File: src/rtl/pipe_ctrl_pkg.sv
// Shared pipeline-control definitions: pause levels, controller FSM state
// encoding, the zero word and a small register-match helper.
// Used by pipe_ctrl, hazard_detect, and the if_id / id_ex stages.
package pipe_ctrl_pkg;

  // A stage freezes when pause_flag >= its level.
  localparam logic [2:0] Pause_None = 3'd0;
  localparam logic [2:0] Pause_Pc   = 3'd1;  // freeze pc
  localparam logic [2:0] Pause_If   = 3'd2;  // also hold if_id
  localparam logic [2:0] Pause_Id   = 3'd3;  // also bubble id_ex

  localparam logic [1:0] ST_RUN   = 2'd0;
  localparam logic [1:0] ST_HOLD  = 2'd1;
  localparam logic [1:0] ST_FLUSH = 2'd2;

  localparam logic [31:0] ZeroWord = 32'h0000_0000;

  typedef logic [4:0] reg_idx_t;

  // True when an enabled source read hits the given destination.
  function automatic logic src_hit(logic re, reg_idx_t rs, reg_idx_t rd);
    return re && (rs == rd);
  endfunction

endpackage

File: src/rtl/pipe_ctrl_if.sv
// Pipeline-control bus between the controller and the pipeline stages.
//   slave  : controller side (pipe_ctrl) - takes EX/ID/bus status, drives
//            pause level, redirect, stall count and watchdog flag.
//   master : pipeline side - the mirror image.
interface pipe_ctrl_if;
  logic        jump_flag_i;
  logic [31:0] jump_addr_i;
  logic        hold_ex_i;
  logic        hold_bus_i;
  logic        ex_is_load_i;
  logic [4:0]  ex_rd_i;
  logic [4:0]  id_rs1_i;
  logic [4:0]  id_rs2_i;
  logic        id_rs1_re_i;
  logic        id_rs2_re_i;
  logic [2:0]  pause_flag_o;
  logic        jump_flag_o;
  logic [31:0] jump_addr_o;
  logic [31:0] stall_cnt_o;
  logic        hold_timeout_o;

  modport slave (
    input  jump_flag_i, jump_addr_i, hold_ex_i, hold_bus_i, ex_is_load_i,
           ex_rd_i, id_rs1_i, id_rs2_i, id_rs1_re_i, id_rs2_re_i,
    output pause_flag_o, jump_flag_o, jump_addr_o, stall_cnt_o, hold_timeout_o
  );

  modport master (
    output jump_flag_i, jump_addr_i, hold_ex_i, hold_bus_i, ex_is_load_i,
           ex_rd_i, id_rs1_i, id_rs2_i, id_rs1_re_i, id_rs2_re_i,
    input  pause_flag_o, jump_flag_o, jump_addr_o, stall_cnt_o, hold_timeout_o
  );
endinterface

File: src/rtl/pipe_ctrl_hazard_detect.sv
// hazard_detect: purely combinational load-use detector.
//   ex_is_load_i, ex_rd_i        : instruction in EX
//   id_rs*_i, id_rs*_re_i        : sources of the instruction in ID
//   hazard_o                     : ID needs a loaded value not yet available
module hazard_detect
  import pipe_ctrl_pkg::*;
(
  input  logic     ex_is_load_i,
  input  reg_idx_t ex_rd_i,
  input  reg_idx_t id_rs1_i,
  input  reg_idx_t id_rs2_i,
  input  logic     id_rs1_re_i,
  input  logic     id_rs2_re_i,
  output logic     hazard_o
);
  // x0 never carries a real dependency.
  assign hazard_o = ex_is_load_i && (ex_rd_i != 5'd0) &&
                    (src_hit(id_rs1_re_i, id_rs1_i, ex_rd_i) ||
                     src_hit(id_rs2_re_i, id_rs2_i, ex_rd_i));
endmodule

File: src/rtl/pipe_ctrl.sv
// pipe_ctrl: pipeline pause / redirect controller.
//   clk, rst_n : clock, asynchronous active-low reset
//   bus        : pipe_ctrl_if.slave - hazard/hold/jump inputs, pause level,
//                redirect, stall-cycle counter and sticky hold watchdog.
// Redirect and pause are combinational (zero latency); the FSM only
// remembers that a flush bubble or a hold is in progress.
module pipe_ctrl
  import pipe_ctrl_pkg::*;
#(
  parameter int TIMEOUT = 1024
) (
  input logic       clk,
  input logic       rst_n,
  pipe_ctrl_if.slave bus
);
  localparam int WDW = $clog2(TIMEOUT + 1);
  localparam logic [WDW-1:0] WD_MAX = WDW'(TIMEOUT);

  logic [1:0]     state_q, state_d;
  logic [31:0]    stall_q, stall_d;
  logic [WDW-1:0] wd_q, wd_d;
  logic           timeout_q, timeout_d;
  logic           hazard;
  logic [2:0]     pause;
  logic           jf;
  logic [31:0]    ja;

  hazard_detect u_hazard (
    .ex_is_load_i (bus.ex_is_load_i),
    .ex_rd_i      (bus.ex_rd_i),
    .id_rs1_i     (bus.id_rs1_i),
    .id_rs2_i     (bus.id_rs2_i),
    .id_rs1_re_i  (bus.id_rs1_re_i),
    .id_rs2_re_i  (bus.id_rs2_re_i),
    .hazard_o     (hazard)
  );

  // Priority: jump > hold_ex > hold_bus > load-use > flush bubble.
  // Every state has the same exits, so the next state depends only on
  // the inputs: jump -> FLUSH, any hold -> HOLD, else RUN. A load-use
  // stall is a one-cycle bubble and never moves the FSM.
  always_comb begin
    pause   = Pause_None;
    jf      = 1'b0;
    ja      = ZeroWord;
    state_d = ST_RUN;
    if (!rst_n) begin
      state_d = ST_RUN;   // outputs quiet during reset regardless of inputs
    end else if (bus.jump_flag_i) begin
      jf      = 1'b1;
      ja      = bus.jump_addr_i;
      pause   = Pause_Id;
      state_d = ST_FLUSH;
    end else if (bus.hold_ex_i) begin
      pause   = Pause_Id;
      state_d = ST_HOLD;
    end else if (bus.hold_bus_i) begin
      pause   = Pause_Pc;
      state_d = ST_HOLD;
    end else if (hazard) begin
      pause   = Pause_Id;
    end else if (state_q == ST_FLUSH) begin
      pause   = Pause_Id;   // kill the wrong-path instruction in ID
    end
  end

  always_comb begin
    stall_d = stall_q;
    if (pause != Pause_None && stall_q != 32'hFFFF_FFFF) stall_d = stall_q + 32'd1;
    // Counts cycles spent in HOLD; any other state restarts it.
    wd_d = '0;
    if (state_q == ST_HOLD) wd_d = (wd_q == WD_MAX) ? wd_q : wd_q + WDW'(1);
    timeout_d = timeout_q | (wd_d == WD_MAX);
  end

  always_ff @(posedge clk or negedge rst_n) begin
    if (!rst_n) begin
      state_q   <= ST_RUN;
      stall_q   <= '0;
      wd_q      <= '0;
      timeout_q <= 1'b0;
    end else begin
      state_q   <= state_d;
      stall_q   <= stall_d;
      wd_q      <= wd_d;
      timeout_q <= timeout_d;
    end
  end

  assign bus.pause_flag_o   = pause;
  assign bus.jump_flag_o    = jf;
  assign bus.jump_addr_o    = ja;
  assign bus.stall_cnt_o    = stall_q;
  assign bus.hold_timeout_o = timeout_q;

endmodule

File: src/flat_wrapper.sv
// flat-port wrapper written by rule: the top's interface ports become plain ports
module pipe_ctrl_flat import pipe_ctrl_pkg::*;
#(
  parameter int TIMEOUT = 1024
)
  (clk, rst_n, bus_jump_flag_i, bus_jump_addr_i, bus_hold_ex_i, bus_hold_bus_i, bus_ex_is_load_i, bus_ex_rd_i, bus_id_rs1_i, bus_id_rs2_i, bus_id_rs1_re_i, bus_id_rs2_re_i, bus_pause_flag_o, bus_jump_flag_o, bus_jump_addr_o, bus_stall_cnt_o, bus_hold_timeout_o);
  pipe_ctrl_if bus_i ();
  input logic clk;
  input logic rst_n;
  input wire logic [$bits(bus_i.jump_flag_i)-1:0] bus_jump_flag_i;
  input wire logic [$bits(bus_i.jump_addr_i)-1:0] bus_jump_addr_i;
  input wire logic [$bits(bus_i.hold_ex_i)-1:0] bus_hold_ex_i;
  input wire logic [$bits(bus_i.hold_bus_i)-1:0] bus_hold_bus_i;
  input wire logic [$bits(bus_i.ex_is_load_i)-1:0] bus_ex_is_load_i;
  input wire logic [$bits(bus_i.ex_rd_i)-1:0] bus_ex_rd_i;
  input wire logic [$bits(bus_i.id_rs1_i)-1:0] bus_id_rs1_i;
  input wire logic [$bits(bus_i.id_rs2_i)-1:0] bus_id_rs2_i;
  input wire logic [$bits(bus_i.id_rs1_re_i)-1:0] bus_id_rs1_re_i;
  input wire logic [$bits(bus_i.id_rs2_re_i)-1:0] bus_id_rs2_re_i;
  output wire logic [$bits(bus_i.pause_flag_o)-1:0] bus_pause_flag_o;
  output wire logic [$bits(bus_i.jump_flag_o)-1:0] bus_jump_flag_o;
  output wire logic [$bits(bus_i.jump_addr_o)-1:0] bus_jump_addr_o;
  output wire logic [$bits(bus_i.stall_cnt_o)-1:0] bus_stall_cnt_o;
  output wire logic [$bits(bus_i.hold_timeout_o)-1:0] bus_hold_timeout_o;
  assign bus_i.jump_flag_i = bus_jump_flag_i;
  assign bus_i.jump_addr_i = bus_jump_addr_i;
  assign bus_i.hold_ex_i = bus_hold_ex_i;
  assign bus_i.hold_bus_i = bus_hold_bus_i;
  assign bus_i.ex_is_load_i = bus_ex_is_load_i;
  assign bus_i.ex_rd_i = bus_ex_rd_i;
  assign bus_i.id_rs1_i = bus_id_rs1_i;
  assign bus_i.id_rs2_i = bus_id_rs2_i;
  assign bus_i.id_rs1_re_i = bus_id_rs1_re_i;
  assign bus_i.id_rs2_re_i = bus_id_rs2_re_i;
  assign bus_pause_flag_o = bus_i.pause_flag_o;
  assign bus_jump_flag_o = bus_i.jump_flag_o;
  assign bus_jump_addr_o = bus_i.jump_addr_o;
  assign bus_stall_cnt_o = bus_i.stall_cnt_o;
  assign bus_hold_timeout_o = bus_i.hold_timeout_o;
  pipe_ctrl #(.TIMEOUT(TIMEOUT)) u_core (.clk(clk), .rst_n(rst_n), .bus(bus_i));
endmodule
File: config.mk
export PLATFORM = sky130hd
export DESIGN_NAME = pipe_ctrl_flat
export DESIGN_NICKNAME = d
export VERILOG_FILES = /design/src/rtl/pipe_ctrl_pkg.sv /design/src/rtl/pipe_ctrl_if.sv /design/src/rtl/pipe_ctrl_hazard_detect.sv /design/src/rtl/pipe_ctrl.sv /design/src/flat_wrapper.sv
export SDC_FILE = /design/constraint.sdc
export NUM_CORES = 1
export LEC_CHECK = 0
export CAP_MARGIN = 20
export CORE_MARGIN = 5
export CORE_UTILIZATION = 42
export DETAILED_ROUTE_END_ITERATION = 16
export GPL_TIMING_DRIVEN = 1
export PLACE_DENSITY_LB_ADDON = 0.1
export SETUP_SLACK_MARGIN = 0.3
export SLEW_MARGIN = 40
export SYNTH_ARGS = -nofsm -noshare
export SYNTH_HDL_FRONTEND = slang
export SYNTH_SLANG_ARGS = --single-unit
File: constraint.sdc
create_clock -name clk -period 2.6 [get_ports clk]
set_input_delay 0.52 -clock clk [delete_from_list [all_inputs] [get_ports clk]]
set_output_delay 0.52 -clock clk [all_outputs]
set_load 0.02 [all_outputs]
Yosys cells after proc, flatten, opt, wreduce, memory -nomap -nowiden. Cells that the tools add are included.

Register bits after elaboration: 46. Output and inout port bits: 69.

Add/subtract/negate cells: 2. Eq/ne operators: 7. Muxes and demuxes: 16. Bitwise operators: 1. Reduce and logical (&&, ||, !) cells: 8.

Operator list (number): 32-bit two-way mux (2); 32-bit by 1-bit adder with 32-bit output (second input constant) (1); 32-bit inequality test (second input constant) (1); 11-bit == test (second input constant) (2); 11-bit two-way mux (2); 3-bit two-way mux (5); 11-bit by 1-bit adder with 11-bit output (second input constant) (1); 5-bit == test (2); 2-bit two-way mux (4); 1-bit logical AND (5); 5-bit nonzero test (1); 1-bit two-way mux (3); 3-bit nonzero test (1); 2-bit by 1-bit == test with 1-bit output (second input constant) (1); 2-bit == test (second input constant) (1); 1-bit logical OR (1); 1-bit bitwise OR (1).

Depth between registers and ports, before layout.
Word-level depth: 11. Gate-level depth with buffers: 8. Depth with buffers taken out: 7.

Hierarchy. From an unflattened synthesis, not the netlist that was laid out.

Cell total of the unflattened synthesis: 301. Area total of the unflattened synthesis: 2783.9 um2.

Modules (own cells, without submodules): pipe_ctrl (instances 1, cells each 284, area an instance 2650.0 um2, seq. area each 1151.1 um2); hazard_detect (instances 1, cells each 17, area an instance 133.9 um2, seq. area each 0.0 um2).

Worst setup path before layout. Ideal clock, no wire load.

Kind: input to output. Start: input port bus_ex_rd_i[0]. End: output port bus_pause_flag_o[0]. Arrival time: 1.865 ns. Path slack: 0.215 ns. Stages: 6. Buffers on the path: 1. Cells stage by stage: or4_1 -> o21a_1 -> and2_4 -> a21oi_4 -> buf_2 -> inv_1.

Longest elaborated chain between the ends: 9. Elaborated cells on any way between the ends: 13. Those cells by class: eq/ne: 2; mux: 5; reduce/logical: 6.

RTL lines: from (decl) (line flat_wrapper.sv:15) `input wire logic [$bits(bus_i.ex_rd_i)-1:0] bus_ex_rd_i;`; 5-bit == test (line pipe_ctrl_pkg.sv:22) `return re && (rs == rd);`; 1-bit logical AND (line pipe_ctrl_pkg.sv:22); 1-bit logical OR (line pipe_ctrl_hazard_detect.sv:18) `(src_hit(id_rs1_re_i, id_rs1_i, ex_rd_i) ||`; 1-bit logical AND * (line pipe_ctrl_hazard_detect.sv:17) `assign hazard_o = ex_is_load_i && (ex_rd_i != 5'd0) &&`; 3-bit two-way mux * (line pipe_ctrl.sv:60) `end else if (hazard) begin`; 3-bit two-way mux * (line pipe_ctrl.sv:57) `end else if (bus.hold_bus_i) begin`; 3-bit two-way mux * (line pipe_ctrl.sv:54) `end else if (bus.hold_ex_i) begin`; 3-bit two-way mux * (line pipe_ctrl.sv:49) `end else if (bus.jump_flag_i) begin`; 3-bit two-way mux * (line pipe_ctrl.sv:47) `if (!rst_n) begin`; to (decl) (line flat_wrapper.sv:20) `output wire logic [$bits(bus_i.pause_flag_o)-1:0] bus_pause_flag_o;`.

Mark *: on every way between the ends. The rest lies on a longest branch, timed or not.

Worst setup path after layout.
Start: input port bus_ex_rd_i[0]. End: output port bus_pause_flag_o[1].

Same word-level chain as after synthesis.

==> metrics.md <==
| Metric | Value |
|---|---|
| Layout Nets | `486` |
| Setup Skew | `10.53 ps` |
| Crit path launch type | `input pin` |
| Register area | `1151 µm²` |
| Routed len/inst | `15.13 µm` |
| Ant. Diodes | `0` |
| Num ports | `124` |
| Post-DP HPWL | `5969 µm` |
| CTS tree | `yes` |
| Clock Power Share | `0.246` |
| Max Cap Viol | `0` |
| GRT Util Overall | `0.1838` |
| Mapped cell area | `2729 µm²` |
| Critical Path RT | `2080 ps` |
| RePlAce Congestion | `0.8424` |
| Vias in the first global route | `2592` |
| Initial Util | `0.4298` |
| Fin. Hold Viols | `0` |
| Worst path max stage delay | `510 ps` |
| Initial DRC Count | `86` |
| Ratio of cells with drive above 1 in the final layout | `0.1632` |
| Commonest register cell after synthesis | `dfrtp_1` |
| Pre-CTS setup slack | `-569.8 ps` |
| Final WL | `7658 µm` |
| Cell with the most instances after synthesis | `dfrtp_1` |
| Status | `completed` |
| Fillers | `530` |
| Worst-margin pin slew | `554.8 ps` |
| Multi-input logic area | `1516 µm²` |
| Clock Path Buffers | `2` |
| Unrepaired setup endpoints after global routing | `yes` |
| Crit. End Element | `output port` |
| Worst skew pair latency | `290 ps` |
| Setup crit start | `bus_ex_rd_i[0]` |
| Min cycle time layout | `2367 ps` |
| Worst hold path class | `input pin to asynchronous set/reset pin` |
| Synth area leaders | `dfrtp_1 42%, xor2_1 11%, and3_1 8.9%` |
| R2r startpoint | `u_core.bus.stall_cnt_o[14]$_DFFE_PN0P_` |
| Grt ovf | `0` |
| Critical Path AT | `1850 ps` |
| Final worst slack | `233.1 ps` |
| Post-CTS Hold Buffers | `0` |
| Vias per cell | `5.219` |
| PwrDens | `498.5 nW/µm²` |
| Net Sw Frac | `0.3193` |
| Post-synth EDFFs | `0` |
| Post-synth ARST share | `1.000` |
| Synthesized flop and latch total | `46` |
| P_leak | `0.001947 µW` |
| Max Freq | `422.5 MHz` |
| R2R Setup Slk | `510 ps` |
| Top cells by count, synth | `46 x dfrtp_1, 39 x and3_1, 33 x xor2_1, 25 x nor2_1` |
| Max Fanout on Critical Path | `2` |
| IO buf count | `122` |
| Setup CP Type | `input pin to output port` |
| Largest net degree at the start of global routing | `45` |
| Post-synth top area share | `0.4218` |
| Fin. max-slew vios | `0` |
| Yosys warnings | `0` |
| Max rail drop VDD | `425.9 µV` |
| Rows | `29` |
| Net Switching | `677.6 µW` |
| Internal | `1444 µW` |
| DRC viols | `0` |
| CTS Buf Count | `5` |
| CTS H-tree depth | `2` |
| Syn Area/Cell | `9.219 µm²` |
| Netlist cell types | `39` |
| Core area | `6350 µm²` |
| Sequential power share | `0.434` |
| Die height | `90.61 µm` |
| Layout area overhead | `55.98%` |
| Vias | `2641` |
| First-pass GRT wire length | `12540 µm` |
| Crit path max-delay cell type | `or4_4` |
| Endpoints failing setup | `0` |
| Syn Inst Count | `296` |
| Period utilisation layout | `0.9103` |
| Die area | `8209 µm²` |
| Critical path, cell by cell | `buf_8 -> or4_4 -> o21a_1 -> nand2_1 -> a21oi_2 -> o31a_1 -> buf_6` |
| Initial antenna violation count | `0` |
| Part of the power in combinational logic | `0.320` |
| Clock transition at path regs | `80 ps` |
| Top cell type by total area after synthesis | `dfrtp_1` |
| Rel. slew slack | `0.6301` |
| Root Buffer | `clkbuf_8` |
| Layout Utilization | `0.6703` |
| Syn Nets | `354` |
| Die X-Extent | `90.61 µm` |
| Sequential area share after synthesis | `0.4218` |
| First-pass iteration count of the detailed router | `4` |
| # clock sinks | `46` |
| Routed Antenna Nets | `0` |
## metrics by stage
stage / instance area (µm²) / instances / power [µW] / hold WS [ps] / setup TNS (ps)
after floorplan: 2735 / 296 / 1238 / 224.4 / 0
after global placement: 4094 / 495 / 1616 / 453.5 / -8527
after detailed placement: 4094 / 495 / 1627 / 474.2 / -9285
after CTS: 4248 / 505 / 2143 / 219.7 / 0
after global routing: 4257 / 506 / 2241 / 221.0 / 0
final: 4257 / 506 / 2122 / 225.7 / 0
## power groups by stage
stage | combinational [µW] | clock (µW) | sequential [µW]
final | 678 | 522 | 921
after global routing | 723 | 575 | 943
after CTS | 688 | 530 | 924
after detailed placement | 693 | 0 | 935
after global placement | 681 | 0 | 934
after floorplan | 217 | 0 | 1020
## worst paths after layout
kind | cells after the start | endpoint
setup / recovery | 7 | bus_pause_flag_o[1]
hold / removal | 2 | u_core.state_q[1]$_DFF_PN0_
setup reg to reg | 6 | u_core.bus.stall_cnt_o[30]$_DFFE_PN0P_
hold reg to reg | 1 | u_core.bus.hold_timeout_o$_DFF_PN0_
max in group asynchronous | 2 | u_core.bus.stall_cnt_o[28]$_DFFE_PN0P_
min in group clk | 1 | u_core.bus.hold_timeout_o$_DFF_PN0_
## state kept, by name (all words and copies together), names as in the netlist
signal	count
u_core.wd_q	11
u_core.bus.hold_timeout_o	1
u_core.state_q	2
u_core.bus.stall_cnt_o	32
## cell type report
type / count / area share
clock inverter: 3 / 0.009406
timing repair buffer: 140 / 0.3216
sequential: 46 / 0.2704
clock buffer: 5 / 0.01617
multi-input combinational: 231 / 0.3563
tap: 77 / 0.02263
inverter: 4 / 0.003527
## cell families after synthesis
logic type               after synthesis  share of synthesized area
other                                  1                   0.001374
flip-flops                            46                     0.4218
multiplexers                           3                    0.01375
XOR/XNOR                              48                     0.1541
AND/OR/NAND/NOR                      161                     0.3223
buffers and inverters                 19                    0.03209
adder cells (fa/ha/maj)                3                    0.01376
AO/OA/AOI/OAI                         15                    0.04081
## cell usage in the layout (no fill, tap or decap), types with 2 or more instances in the layout
master / Yosys / layout
clkdlybuf4s50_1: 0 / 71
dfrtp_1: 46 / 46
and3_1: 39 / 39
xor2_1: 33 / 33
nor2_1: 25 / 24
clkdlybuf4s15_2: 0 / 20
nand2_1: 19 / 19
nor3_1: 19 / 18
xnor2_1: 15 / 15
buf_4: 1 / 15
nand3_1: 14 / 14
nand4_1: 14 / 14
dlygate4sd2_1: 0 / 14
nor4_1: 8 / 8
nand2b_1: 5 / 5
clkbuf_8: 0 / 5
dlymetal6s2s_1: 0 / 5
buf_2: 4 / 5
and2_1: 4 / 4
and4_1: 4 / 4
buf_6: 1 / 4
inv_1: 4 / 3
nor4b_1: 3 / 3
o21ai_0: 3 / 3
ha_1: 3 / 3
clkbuf_2: 0 / 3
nor2b_1: 2 / 2
a21oi_1: 3 / 2
nor3b_1: 2 / 2
mux2_2: 2 / 2
clkinv_2: 0 / 2
buf_8: 0 / 2
## repair_timing
action | 4_1_cts | 5_1_grt
setup buffers | 2 | 1
setup endpoints to repair | 67 | 46
gates cloned | 0 | 0
resized for setup | 122 | 17
pin swaps | 10 | 14
## layer usage
metal | wire [µm] | GRT usage | part of all wire
met3 | 730 | 0.07083 | 0.095
met2 | 3786 | 0.3099 | 0.49
met1 | 3095 | 0.2239 | 0.40
met5 | 0 | 0 | 0
met4 | 45 | 0.03350 | 0.0059
## worst max-delay path, delay by kind of cell
family,cells,cell delay [ps]
buffers and inverters,2,230
AO/OA/AOI/OAI,3,490
AND/OR/NAND/NOR,2,600
(Power assumes the default switching activity.)
==> RTL change, RTL diff (same settings) <==
`TIMEOUT` is set to 1024 in 2 places; all go to 2048.
--- a/src/rtl/pipe_ctrl.sv
+++ b/src/rtl/pipe_ctrl.sv
@@ -9,3 +9,3 @@
 #(
-  parameter int TIMEOUT = 1024
+  parameter int TIMEOUT = 2048
 ) (
--- a/src/flat_wrapper.sv
+++ b/src/flat_wrapper.sv
@@ -3,3 +3,3 @@
 #(
-  parameter int TIMEOUT = 1024
+  parameter int TIMEOUT = 2048
 )
Function: no difference found for any inputs over 10 cycles, from zero or initial values and one cycle with rst_n low; that may be too few to reach the edited logic, so the function may still have changed.
==> RTL change against the unedited design <==
Synthesized area is 10% higher. Sequential cell count rose by 1. Worst setup slack got worse by 0.064 ns. Hold slack improved by 0.25 ns. Power is 8.0% lower. Critical path depth did not move. Cell area grew 7.9%. Wire length is 12% higher.
==> RTL change: results (changes against the unedited design) <==
critical_path:
  r2r_cells: 8  # +2
  worstPathArrival_ns: 1.91  # +0.06 ns
  r2r_end: "u_core.bus.stall_cnt_o[31]"
  path_max_fanout: 2  # unchanged
  worstReg2RegStart: "u_core.bus.stall_cnt_o[0]"
routing:
  drt-vias-per-instance: 5.23  # +0.16%
  wl_met1_um: 3470  # +12%
  wl_met3_um: 714  # -2.2%
  drt_iter0_drc: 84  # -2.3%
  met2_length_um: 4330  # +14%
cts:
  root_buffer: "clkbuf_8"
  post_cts_resize_count: 43  # -65%
  cts_max_level: 2  # unchanged
global_routing:
  grt.total_usage: 0.193  # +0.00969
  grtUsageMet2: 0.339  # +0.0293
  grt_util_met1: 0.224  # -0.000357
  grt_pass1_vias: 2912  # +12%
  gr-usage-met3: 0.0653  # -0.00549
  grt_pass1_wl_um: 13700  # +9.2%
  grt_max_degree: 56  # +24%
placement:
  dp.cells: 545  # +10%
  hpwl_um: 6580  # +10%
  placed_area_um2: 4340  # +6.0%
  routabilityCongestion: 0.869  # +3.1%
  pre_cts_ws_ns: -0.543  # +0.0271 ns
logic_synthesis:
  netlist_top_cells_count: "dfrtp_1, xnor2_1, and3_1, nand3_1, nor2_1"
  synth_area_per_cell_um2: 8.94  # -3.0%
  synthArstFlopShare: 1.00  # unchanged
  syn-num-nets: 394  # +11%
  ys_seq_area_frac: 0.391  # -0.0305
  synth_area_leaders: "dfrtp_1, xnor2_1, and3_1"
cells_and_area:
  fill_cells: 547  # +3.2%
  layout-drive-gt1-share: 0.106  # -0.0569
  fin_nets: 518  # +6.6%
pwr:
  combPwrFrac: 0.272  # -0.048
  leakagePower_nw: 2.33  # +20%
  power.switching_mw: 0.577  # -15%
  pg_clk_mw: 0.560  # +7.3%
  powerDensity_nw_per_um2: 425  # -15%
  irDropWorstVdd_mv: 0.304  # -29%
sta:
  skew_ns: 0.00668  # -0.00385 ns
  timing.slew.headroom: 0.600  # -0.0300
outcome:
  status: "completed"
worst_hold_path:
  min_path_type: "reg2reg"
## RTL change: stage by stage
stage          hold WS, ns  utilization  TNS [ns]
3_3_place_gp         0.455        0.632     -1.20
5_1_grt              0.502        0.668         0
2_1_floorplan        0.224            -         0
4_1_cts              0.480        0.650         0
6_report             0.479        0.669         0
3_5_place_dp         0.457        0.632     -1.46
## RTL change: worst max-delay path by stage
stage              startpoint             endpoint  slack, ns  cells past startpoint
5_1_grt        bus_ex_rd_i[3]  bus_pause_flag_o[0]       0.13                      7
3_5_place_dp   bus_ex_rd_i[0]  bus_pause_flag_o[1]      -0.54                      7
3_3_place_gp   bus_ex_rd_i[0]  bus_pause_flag_o[1]      -0.51                      7
6_report       bus_ex_rd_i[3]  bus_pause_flag_o[0]       0.17                      7
4_1_cts        bus_ex_rd_i[2]  bus_pause_flag_o[1]       0.12                      7
2_1_floorplan  bus_ex_rd_i[0]  bus_pause_flag_o[0]       0.32                      5
## RTL change: critical path, stage by stage
cell	delay (ns)
buf_6	0.09
or4_4	0.52
o21a_1	0.21
buf_4	0.14
a21o_1	0.16
and2_4	0.15
buf_6	0.12
## RTL change: logic make-up (layout without fill, tap and decap cells)
logic type,count (synthesis),after routing,share of synthesized area
other cells,1,2,0.00125
fa+ha+maj,4,4,0.0158
xor+xnor,52,52,0.152
compound gates,15,15,0.0346
mux,3,3,0.0112
simple gates,186,186,0.353
flops,47,47,0.391
buf+inv,28,153,0.0416
## RTL change: area by class of cell
type / count / area share
Sequential cell: 47 / 0.256
Tap cell: 96 / 0.0262
Multi-Input combinational cell: 261 / 0.378
Antenna cell: 1 / 0.000545
Inverter: 5 / 0.00409
Clock buffer: 6 / 0.0180
Clock inverter: 2 / 0.00763
Timing Repair Buffer: 140 / 0.309
